## src/rtl/booth_mul_param_if.sv

```systemverilog
// booth_mul_param_if: start/ready/done operand and result bus for booth_mul_param
interface booth_mul_param_if #(parameter int W = 5);
  logic start;
  logic sgn;
  logic [W-1:0] inbus;
  logic ready;
  logic done;
  logic [2*W-1:0] result;
  modport master(output start, sgn, inbus, input ready, done, result);
  modport slave(input start, sgn, inbus, output ready, done, result);
endinterface

```

## src/rtl/booth_mul_param.sv

```systemverilog
// booth_mul_param: sequential Booth multiplier, signed/unsigned per op; BOOTH_RADIX4_EN selects radix-4 steps
module booth_mul_param #(parameter int W = 5) (
  input logic clk,
  input logic rst,
  booth_mul_param_if.slave bus
);
`ifdef BOOTH_RADIX4_EN
  localparam int YW = (W + 2) / 2 * 2;
  localparam int AW = YW + 2;
  localparam int ST = 2;
  localparam int NS = (W + 1) / 2;
  localparam int NU = (W + 2) / 2;
  localparam int SSH = YW - (W + 1) / 2 * 2;
`else
  localparam int YW = W + 1;
  localparam int AW = W + 2;
  localparam int ST = 1;
  localparam int NS = W;
  localparam int NU = W + 1;
  localparam int SSH = 1;
`endif
  localparam int CW = $clog2(W + 2);
  localparam int PW = AW + YW + 1;
  typedef enum logic [1:0] {IDLE, LOAD_Y, CALC, DONE} state_t;
  state_t state_q, state_d;
  logic mode_q, mode_d;
  logic qm_q, qm_d;
  logic [W-1:0] x_q, x_d;
  logic [AW-1:0] a_q, a_d;
  logic [YW-1:0] y_q, y_d;
  logic [CW-1:0] cnt_q, cnt_d;
  logic [2*W-1:0] res_q, res_d;
  logic [AW-1:0] xe, addend;
  logic [PW-1:0] p;
  always_comb begin
    xe = {{(AW-W){mode_q & x_q[W-1]}}, x_q};
`ifdef BOOTH_RADIX4_EN
    addend = ({y_q[1:0], qm_q} == 3'b001 || {y_q[1:0], qm_q} == 3'b010) ? xe :
             ({y_q[1:0], qm_q} == 3'b011) ? xe << 1 :
             ({y_q[1:0], qm_q} == 3'b100) ? -(xe << 1) :
             ({y_q[1:0], qm_q} == 3'b101 || {y_q[1:0], qm_q} == 3'b110) ? -xe : '0;
`else
    addend = ({y_q[0], qm_q} == 2'b01) ? xe : ({y_q[0], qm_q} == 2'b10) ? -xe : '0;
`endif
    p = $signed({a_q + addend, y_q, qm_q}) >>> ST;
  end
  always_comb begin
    state_d = state_q;
    mode_d = mode_q;
    x_d = x_q;
    a_d = a_q;
    y_d = y_q;
    qm_d = qm_q;
    cnt_d = cnt_q;
    res_d = res_q;
    case (state_q)
      IDLE: begin
        if (bus.start) begin
          x_d = bus.inbus;
          mode_d = bus.sgn;
          state_d = LOAD_Y;
        end
      end
      LOAD_Y: begin
        y_d = {{(YW-W){mode_q & bus.inbus[W-1]}}, bus.inbus};
        a_d = '0;
        qm_d = 1'b0;
        cnt_d = mode_q ? CW'(NS) : CW'(NU);
        state_d = CALC;
      end
      CALC: begin
        {a_d, y_d, qm_d} = p;
        cnt_d = cnt_q - CW'(1);
        // only the multiplier bits actually consumed sit below A; drop the unconsumed tail
        if (cnt_q == CW'(1)) begin
          res_d = (2*W)'(p[PW-1:1] >> (mode_q ? SSH : 0));
          state_d = DONE;
        end
      end
      DONE: state_d = IDLE;
    endcase
  end
  always_ff @(posedge clk) begin
    if (rst) begin
      state_q <= IDLE;
      mode_q <= 1'b0;
      x_q <= '0;
      a_q <= '0;
      y_q <= '0;
      qm_q <= 1'b0;
      cnt_q <= '0;
      res_q <= '0;
    end else begin
      state_q <= state_d;
      mode_q <= mode_d;
      x_q <= x_d;
      a_q <= a_d;
      y_q <= y_d;
      qm_q <= qm_d;
      cnt_q <= cnt_d;
      res_q <= res_d;
    end
  end
  assign bus.ready = state_q == IDLE;
  assign bus.done = state_q == DONE;
  assign bus.result = res_q;
endmodule

```

## src/flat_wrapper.sv

```systemverilog
// flat-port wrapper written by rule: the top's interface ports become plain ports
module booth_mul_param_flat 
#(parameter int W = 5)
  (clk, rst, bus_start, bus_sgn, bus_inbus, bus_ready, bus_done, bus_result);
  booth_mul_param_if #(.W(W)) bus_i ();
  input logic clk;
  input logic rst;
  input wire logic [$bits(bus_i.start)-1:0] bus_start;
  input wire logic [$bits(bus_i.sgn)-1:0] bus_sgn;
  input wire logic [$bits(bus_i.inbus)-1:0] bus_inbus;
  output wire logic [$bits(bus_i.ready)-1:0] bus_ready;
  output wire logic [$bits(bus_i.done)-1:0] bus_done;
  output wire logic [$bits(bus_i.result)-1:0] bus_result;
  assign bus_i.start = bus_start;
  assign bus_i.sgn = bus_sgn;
  assign bus_i.inbus = bus_inbus;
  assign bus_ready = bus_i.ready;
  assign bus_done = bus_i.done;
  assign bus_result = bus_i.result;
  booth_mul_param #(.W(W)) u_core (.clk(clk), .rst(rst), .bus(bus_i));
endmodule
```

## config.mk

```make
export PLATFORM = sky130hd
export DESIGN_NAME = booth_mul_param_flat
export DESIGN_NICKNAME = d
export VERILOG_FILES = /design/src/rtl/booth_mul_param_if.sv /design/src/rtl/booth_mul_param.sv /design/src/flat_wrapper.sv
export SDC_FILE = /design/constraint.sdc
export NUM_CORES = 1
export LEC_CHECK = 0
export CAP_MARGIN = 20
export CORE_UTILIZATION = 46
export DETAILED_ROUTE_END_ITERATION = 8
export PLACE_DENSITY_LB_ADDON = 0.25
export SLEW_MARGIN = 40
export SYNTH_ARGS = -nofsm -noshare
export SYNTH_HDL_FRONTEND = slang
export SYNTH_SLANG_ARGS = --single-unit
```

## constraint.sdc

```tcl
create_clock -name clk -period 4.81 [get_ports clk]
set_input_delay 0.962 -clock clk [delete_from_list [all_inputs] [get_ports clk]]
set_output_delay 0.962 -clock clk [all_outputs]
set_load 0.005 [all_outputs]
```

==> impl_metrics.toml, run 1 <==
[yosys]
yosys_warnings = 0
synth_nets = 258
synthCells = 236
syn_area_per_cell_sq_um = 8.25
netlist_area_sq_mm = 0.00195
synth-seq-cells = 34
synth_top_area_share_pct = 34.9
yosysTopAreaCell = "dfxtp_1"
yosys-top-cells-area = "dfxtp_1 35%, ha_1 7.7%, mux2i_1 7.7%"
synth-seq-area-share_pct = 34.9
yosys.cell_types.count = 39

[sta]
period_needed_ps = 2890
setup_viol_count_final = 0
finClkSkew_ps = 3.38
relSlewSlack_pct = 57.7
final.setup.tns_ps = 0
max_freq_mhz = 346
tightest_slew_ps = 633
hold_viol = 0
rsz0062_at_grt = "false"
slew_viol_final = 0
fin_crit_sh_pct = 60.1

[outcome]
status = "complete, no violations"

[cts]
clock-sinks = 34
cts_resized = 0
htree_num_levels = 2
clk_latency_ps = 290
cts-root-buf = "clkbuf_8"
path_clk_slew_ps = 70
postCtsSetupRepairBufs = 0
cts_tree = "yes"
hold_buffers = 0
cts_buffer_depth = 2
numCtsBuffers = 5

[place]
dp_cells = 294
io_buffers = 20
place_congestion = 0.841
hpwlAfterDp_mm = 2.78

[final_layout]
drive_above_1_share_pct = 4.76
fill_cells = 394
antenna_cells = 0
syn2layout_area_growth_pct = 16.8
post-route-util_pct = 56.5
regArea_sq_um = 681
multiInputGateArea_sq_mm = 0.00117
fin_nets = 273
final_cell_count_no_fill = 302

[global_route]
grt_pass1_wl_mm = 6.61
antenna_found_initial = 0
gr-total-overflow = 0
grt_max_degree = 33
grt_util_all_layers_pct = 20.2
grt_pass1_vias = 1411

[power_and_ir_drop]
p_per_area_mw_per_mm2 = 485
vdd_ir_drop_max_mv = 0.485
p_leak_nw = 0.839

[detailed_routing]
final_antenna_net_count = 0
via_count = 1662
vias_per_cell = 5.50
drtIter0Drc = 89
wl_per_cell_um = 13.2
finalWirelength_mm = 3.97
dr.pass1.iters = 4
drc = 0

[floorplanning]
initial_core_util_pct = 48.4
dieWidth_um = 67.1
rows = 23
dieArea_sq_mm = 0.00450
fp.dieH_um = 67.1
core_area_sq_mm = 0.00403
io-pin-count = 21

[worst_setup_path]
max_stage_delay_ps = 430
startpoint_type = "register"
path_cells = "and2b_1, o21a_1, ha_1, fa_1, a211oi_1, o21bai_1, a21oi_1, mux2_2, or3_1"
cp.required_ps = 4990
critPathMaxFanout = 8
critPathSlowestCell = "fa_1"
crit_family = "compound AO/OA/AOI/OAI gates"
critPathCaptureType = "register"
worstSetupPathType = "reg -> reg"
cp_num_buf_inv = 0
critPathArrivalTime_ps = 3070

[run]
maxCapViolations = 0

[min_path]
hold_path_class = "reg -> reg"
==> flip-flops by register name (all words and copies together) (netlist names) <==
signal and count:
u_core.a_q 6, u_core.qm_q 1, u_core.y_q 6, u_core.x_q 5, u_core.bus.result 10, u_core.cnt_q 3
u_core.state_q 2, u_core.mode_q 1
==> worst paths after layout <==
| kind | depth (start not counted) | slack [ps] | endpoint | from |
|---|---|---|---|---|
| setup / recovery | 9 | 1920 | u_core.a_q[5] | u_core.y_q[0] |
| hold / removal | 2 | 480 | u_core.a_q[3] | u_core.a_q[3] |
| setup reg to reg | 9 | 1920 | u_core.a_q[5] | u_core.y_q[0] |
| hold reg to reg | 2 | 480 | u_core.a_q[3] | u_core.a_q[3] |
==> metal layers <==
| layer | up-vias | part of all wire [%] | GRT usage (%) |
|---|---|---|---|
| met4 | 0 | 1.9 | 9.57 |
| met2 | 26 | 45 | 29.5 |
| met1 | 764 | 49 | 25.8 |
| met5 | - | 0 | 0 |
| met3 | 7 | 3.8 | 7.53 |
| li1 | 865 | - | - |
==> stage by stage <==
stage / hold WS (ps) / power [mW] / area (sq um) / worst slack [ps]
floorplan: 450 / 0.739 / 1950 / 2090
global placement: 468 / 0.832 / 2160 / 1980
detailed placement: 478 / 0.844 / 2170 / 1920
CTS: 487 / 1.11 / 2280 / 1900
global route: 506 / 1.19 / 2280 / 1700
finish: 482 / 1.10 / 2280 / 1920
==> area by class of cell <==
type	instances	area share (%)
tap	50	2.75
timing repair buffer	22	9.46
multi-input combinational	178	51.6
clock buffer	7	3.35
sequential	34	29.9
clock inverter	1	1.32
inverter	10	1.65
==> cells in the mapped netlist <==
cell type,n
nand2_1,14
mux2i_1,15
xor2_1,1
a311oi_1,1
buf_2,1
a21o_1,3
a211oi_1,15
fa_1,1
inv_1,10
dfxtp_1,34
clkbuf_1,8
nor3_1,3
and2b_1,1
o22ai_1,1
o31ai_1,1
o21bai_1,1
nand3_1,12
a21oi_1,25
o211ai_1,2
nand4bb_1,1
or3_1,2
o21ai_0,10
buf_6,1
xnor2_1,3
nand2b_1,8
a22o_1,2
buf_1,4
o41ai_1,1
ha_1,12
nand4b_1,1
nor3b_1,3
nor2b_1,3
nor2_1,29
nor4b_1,1
mux2_2,1
o21a_1,2
o211ai_2,1
or2b_1,1
or3b_1,1
==> report_power, final <==
group	leakage, nW	switching, mW	internal, mW
logic	0.509	0.255	0.201
registers	0.277	0.0500	0.333
clock network	0.0524	0.109	0.155
==> cell families (layout without fill, tap and decap cells) <==
| family | Yosys count | in the layout | synth area share (%) |
|---|---|---|---|
| adders and majority gates | 13 | 13 | 8.73 |
| muxes | 16 | 16 | 8.28 |
| DFF | 34 | 34 | 34.9 |
| buffers and inverters | 24 | 40 | 5.07 |
| AOI/OAI and AO/OA | 65 | 65 | 21.0 |
| xor gates and xnor gates | 4 | 4 | 1.80 |
| and+or+nand+nor | 80 | 80 | 20.2 |
==> worst register-to-register path: cells and delay by family, from the launching register on <==
kind | cells | cell delay [ps]
multiplexers | 1 | 360
flip-flops | 1 | 410
AO/OA/AOI/OAI | 4 | 780
AND/OR/NAND/NOR | 2 | 580
adder cells (fa/ha/maj) | 2 | 650
==> placed cells by master (no fill, tap or decap), drive strengths merged, types with 7 or more instances in the layout <==
master | Yosys | layout
ha | 12 | 12
nand3 | 12 | 12
a211oi | 15 | 15
clkbuf | 8 | 7
a21oi | 25 | 25
clkdlybuf4s50 | 0 | 20
inv | 10 | 10
o21ai | 10 | 10
nand2 | 14 | 14
dfxtp | 34 | 34
mux2i | 15 | 15
nand2b | 8 | 8
nor2 | 29 | 29
(Power assumes the default switching activity.)
==> inputs of run 2 (changes only) <==
clock period = 2.77 ns   (was 4.81 ns; I/O delays follow)
==> run 2 against run 1 <==
Compared with the run above: register-to-register slack got worse by 1800 ps; sequential share of layout area fell by 1.1 points; final cell count increased by 3.0%; power increased by 72%; highest routed layer unchanged; largest power group unchanged.
==> impl_metrics.toml, run 2 (synthesis gave the netlist of run 1 again) <==
[floorplanning]
io-pin-count = 21
initial_core_util_pct = 48.4
rows = 23
dieArea_sq_mm = 0.00450
core_area_sq_mm = 0.00403
fp.dieH_um = 67.1
dieWidth_um = 67.1

[sta]
setup_viol_count_final = 0
finClkSkew_ps = 4.60
tightest_slew_ps = 408
hold_viol = 0
period_needed_ps = 2620
fin_crit_sh_pct = 94.6
slew_viol_final = 0
relSlewSlack_pct = 72.6
max_freq_mhz = 382
final.setup.tns_ps = 0

[cts]
cts-root-buf = "clkbuf_8"
cts_tree = "yes"
hold_buffers = 0
cts_buffer_depth = 2
clock-sinks = 34
path_clk_slew_ps = 70
htree_num_levels = 2
clk_latency_ps = 290
numCtsBuffers = 5

[detailed_routing]
final_antenna_net_count = 0
drtIter0Drc = 85
finalWirelength_mm = 4.24
wl_per_cell_um = 13.6
drc = 0
dr.pass1.iters = 5
vias_per_cell = 5.60
via_count = 1743

[min_path]
worstHoldEndpoint = "u_core.bus.result[7]"
hp-start = "u_core.bus.result[7]"
hold_path_class = "reg -> reg"
whs_path_depth = 2

[place]
hpwlAfterDp_mm = 2.99
io_buffers = 20
place_congestion = 0.838

[power_and_ir_drop]
p_leak_nw = 0.900
p_per_area_mw_per_mm2 = 803
vdd_ir_drop_max_mv = 0.636
power_mw = 1.90

[worst_setup_path]
worstSetupPathType = "reg -> reg"
cp.required_ps = 2950
r2r_start = "u_core.x_q[0]"
critPathCaptureType = "register"
r2r_slack_ps = 150
critPathArrivalTime_ps = 2800
worst_r2r_path_depth = 9
critPathMaxFanout = 4
r2r-end = "u_core.a_q[5]"
startpoint_type = "register"

[final_layout]
mostFrequentLayoutCell = "dfxtp_1"
multiInputGateArea_sq_mm = 0.00120
most-common-layout-cells = "33 x dfxtp_1, 29 x nor2_1, 24 x a21oi_1"
largest_reg_flops = 10
fill_cells = 389
regArea_sq_um = 682
antenna_cells = 0
fin_nets = 284
syn2layout_area_growth_pct = 21.4
drive_above_1_share_pct = 10.7

[global_route]
gr-total-overflow = 0
antenna_found_initial = 0
grt_pass1_wl_mm = 7.00
grt_util_all_layers_pct = 21.1
grt_max_degree = 32
grt_pass1_vias = 1583

[run]
maxCapViolations = 0

[outcome]
status = "complete, no violations"
## run 2: worst max-delay path: stages (launching register included)
cell and delay (ps):
dfxtp_1 380, inv_1 70, ha_1 280, a22o_1 240, fa_2 400, a211oi_2 190
o21bai_1 110, a21oi_2 160, mux2_2 340, or3_1 330
## run 2: worst max path at each step
stage / start / endpoint / cells past startpoint
2_1_floorplan: u_core.y_q[0] / u_core.a_q[5] / 9
3_3_place_gp: u_core.y_q[0] / u_core.a_q[5] / 9
3_5_place_dp: u_core.y_q[0] / u_core.a_q[5] / 9
4_1_cts: u_core.y_q[0] / u_core.a_q[5] / 10
5_1_grt: u_core.x_q[0] / u_core.a_q[5] / 11
6_report: u_core.x_q[0] / u_core.a_q[5] / 9
## run 2: report_power, final
| group | total (mW) | leakage [nW] | switching, mW | internal [mW] |
|---|---|---|---|---|
| Clock | 0.367 | 0.0431 | 0.175 | 0.192 |
| Sequential | 0.654 | 0.277 | 0.0748 | 0.580 |
| Combinational | 0.877 | 0.580 | 0.492 | 0.385 |
## run 2: per-stage QoR
| stage | area, sq um | hold WS, ps | setup slack [ps] | util (%) | cells |
|---|---|---|---|---|---|
| 3_3_place_gp | 2240 | 465 | 48.5 | 55.6 | 304 |
| 4_1_cts | 2320 | 483 | 46.6 | 57.7 | 310 |
| 2_1_floorplan | 1950 | 450 | 53.7 | - | 236 |
| 6_report | 2360 | 480 | 151 | 58.7 | 311 |
| 3_5_place_dp | 2240 | 474 | 15.9 | 55.6 | 304 |
| 5_1_grt | 2360 | 510 | -4.53 | 58.7 | 311 |
## run 2: final cells by class
class / count / share of cell area (%)
well taps: 50 / 2.65
flip-flops and latches: 34 / 28.8
inverters: 10 / 1.59
repair buffers: 33 / 12.6
clock buffers: 6 / 3.49
multi-input cells: 178 / 50.8
## run 2: layer usage
layer	wire (um)	vias to the layer above	part of all wire (%)	track usage, %
li1	-	892	-	-
met4	77	0	1.8	8.78
met3	189	10	4.5	5.82
met2	1970	31	46	33.6
met5	0	-	0	0
met1	2000	810	47	26.3
## run 2: what timing repair did
item,in CTS,in global routing
setup endpoints to repair,1,2
gates resized for setup,1,9
buffers inserted,0,1
pin swaps,0,1
cloned,0,0
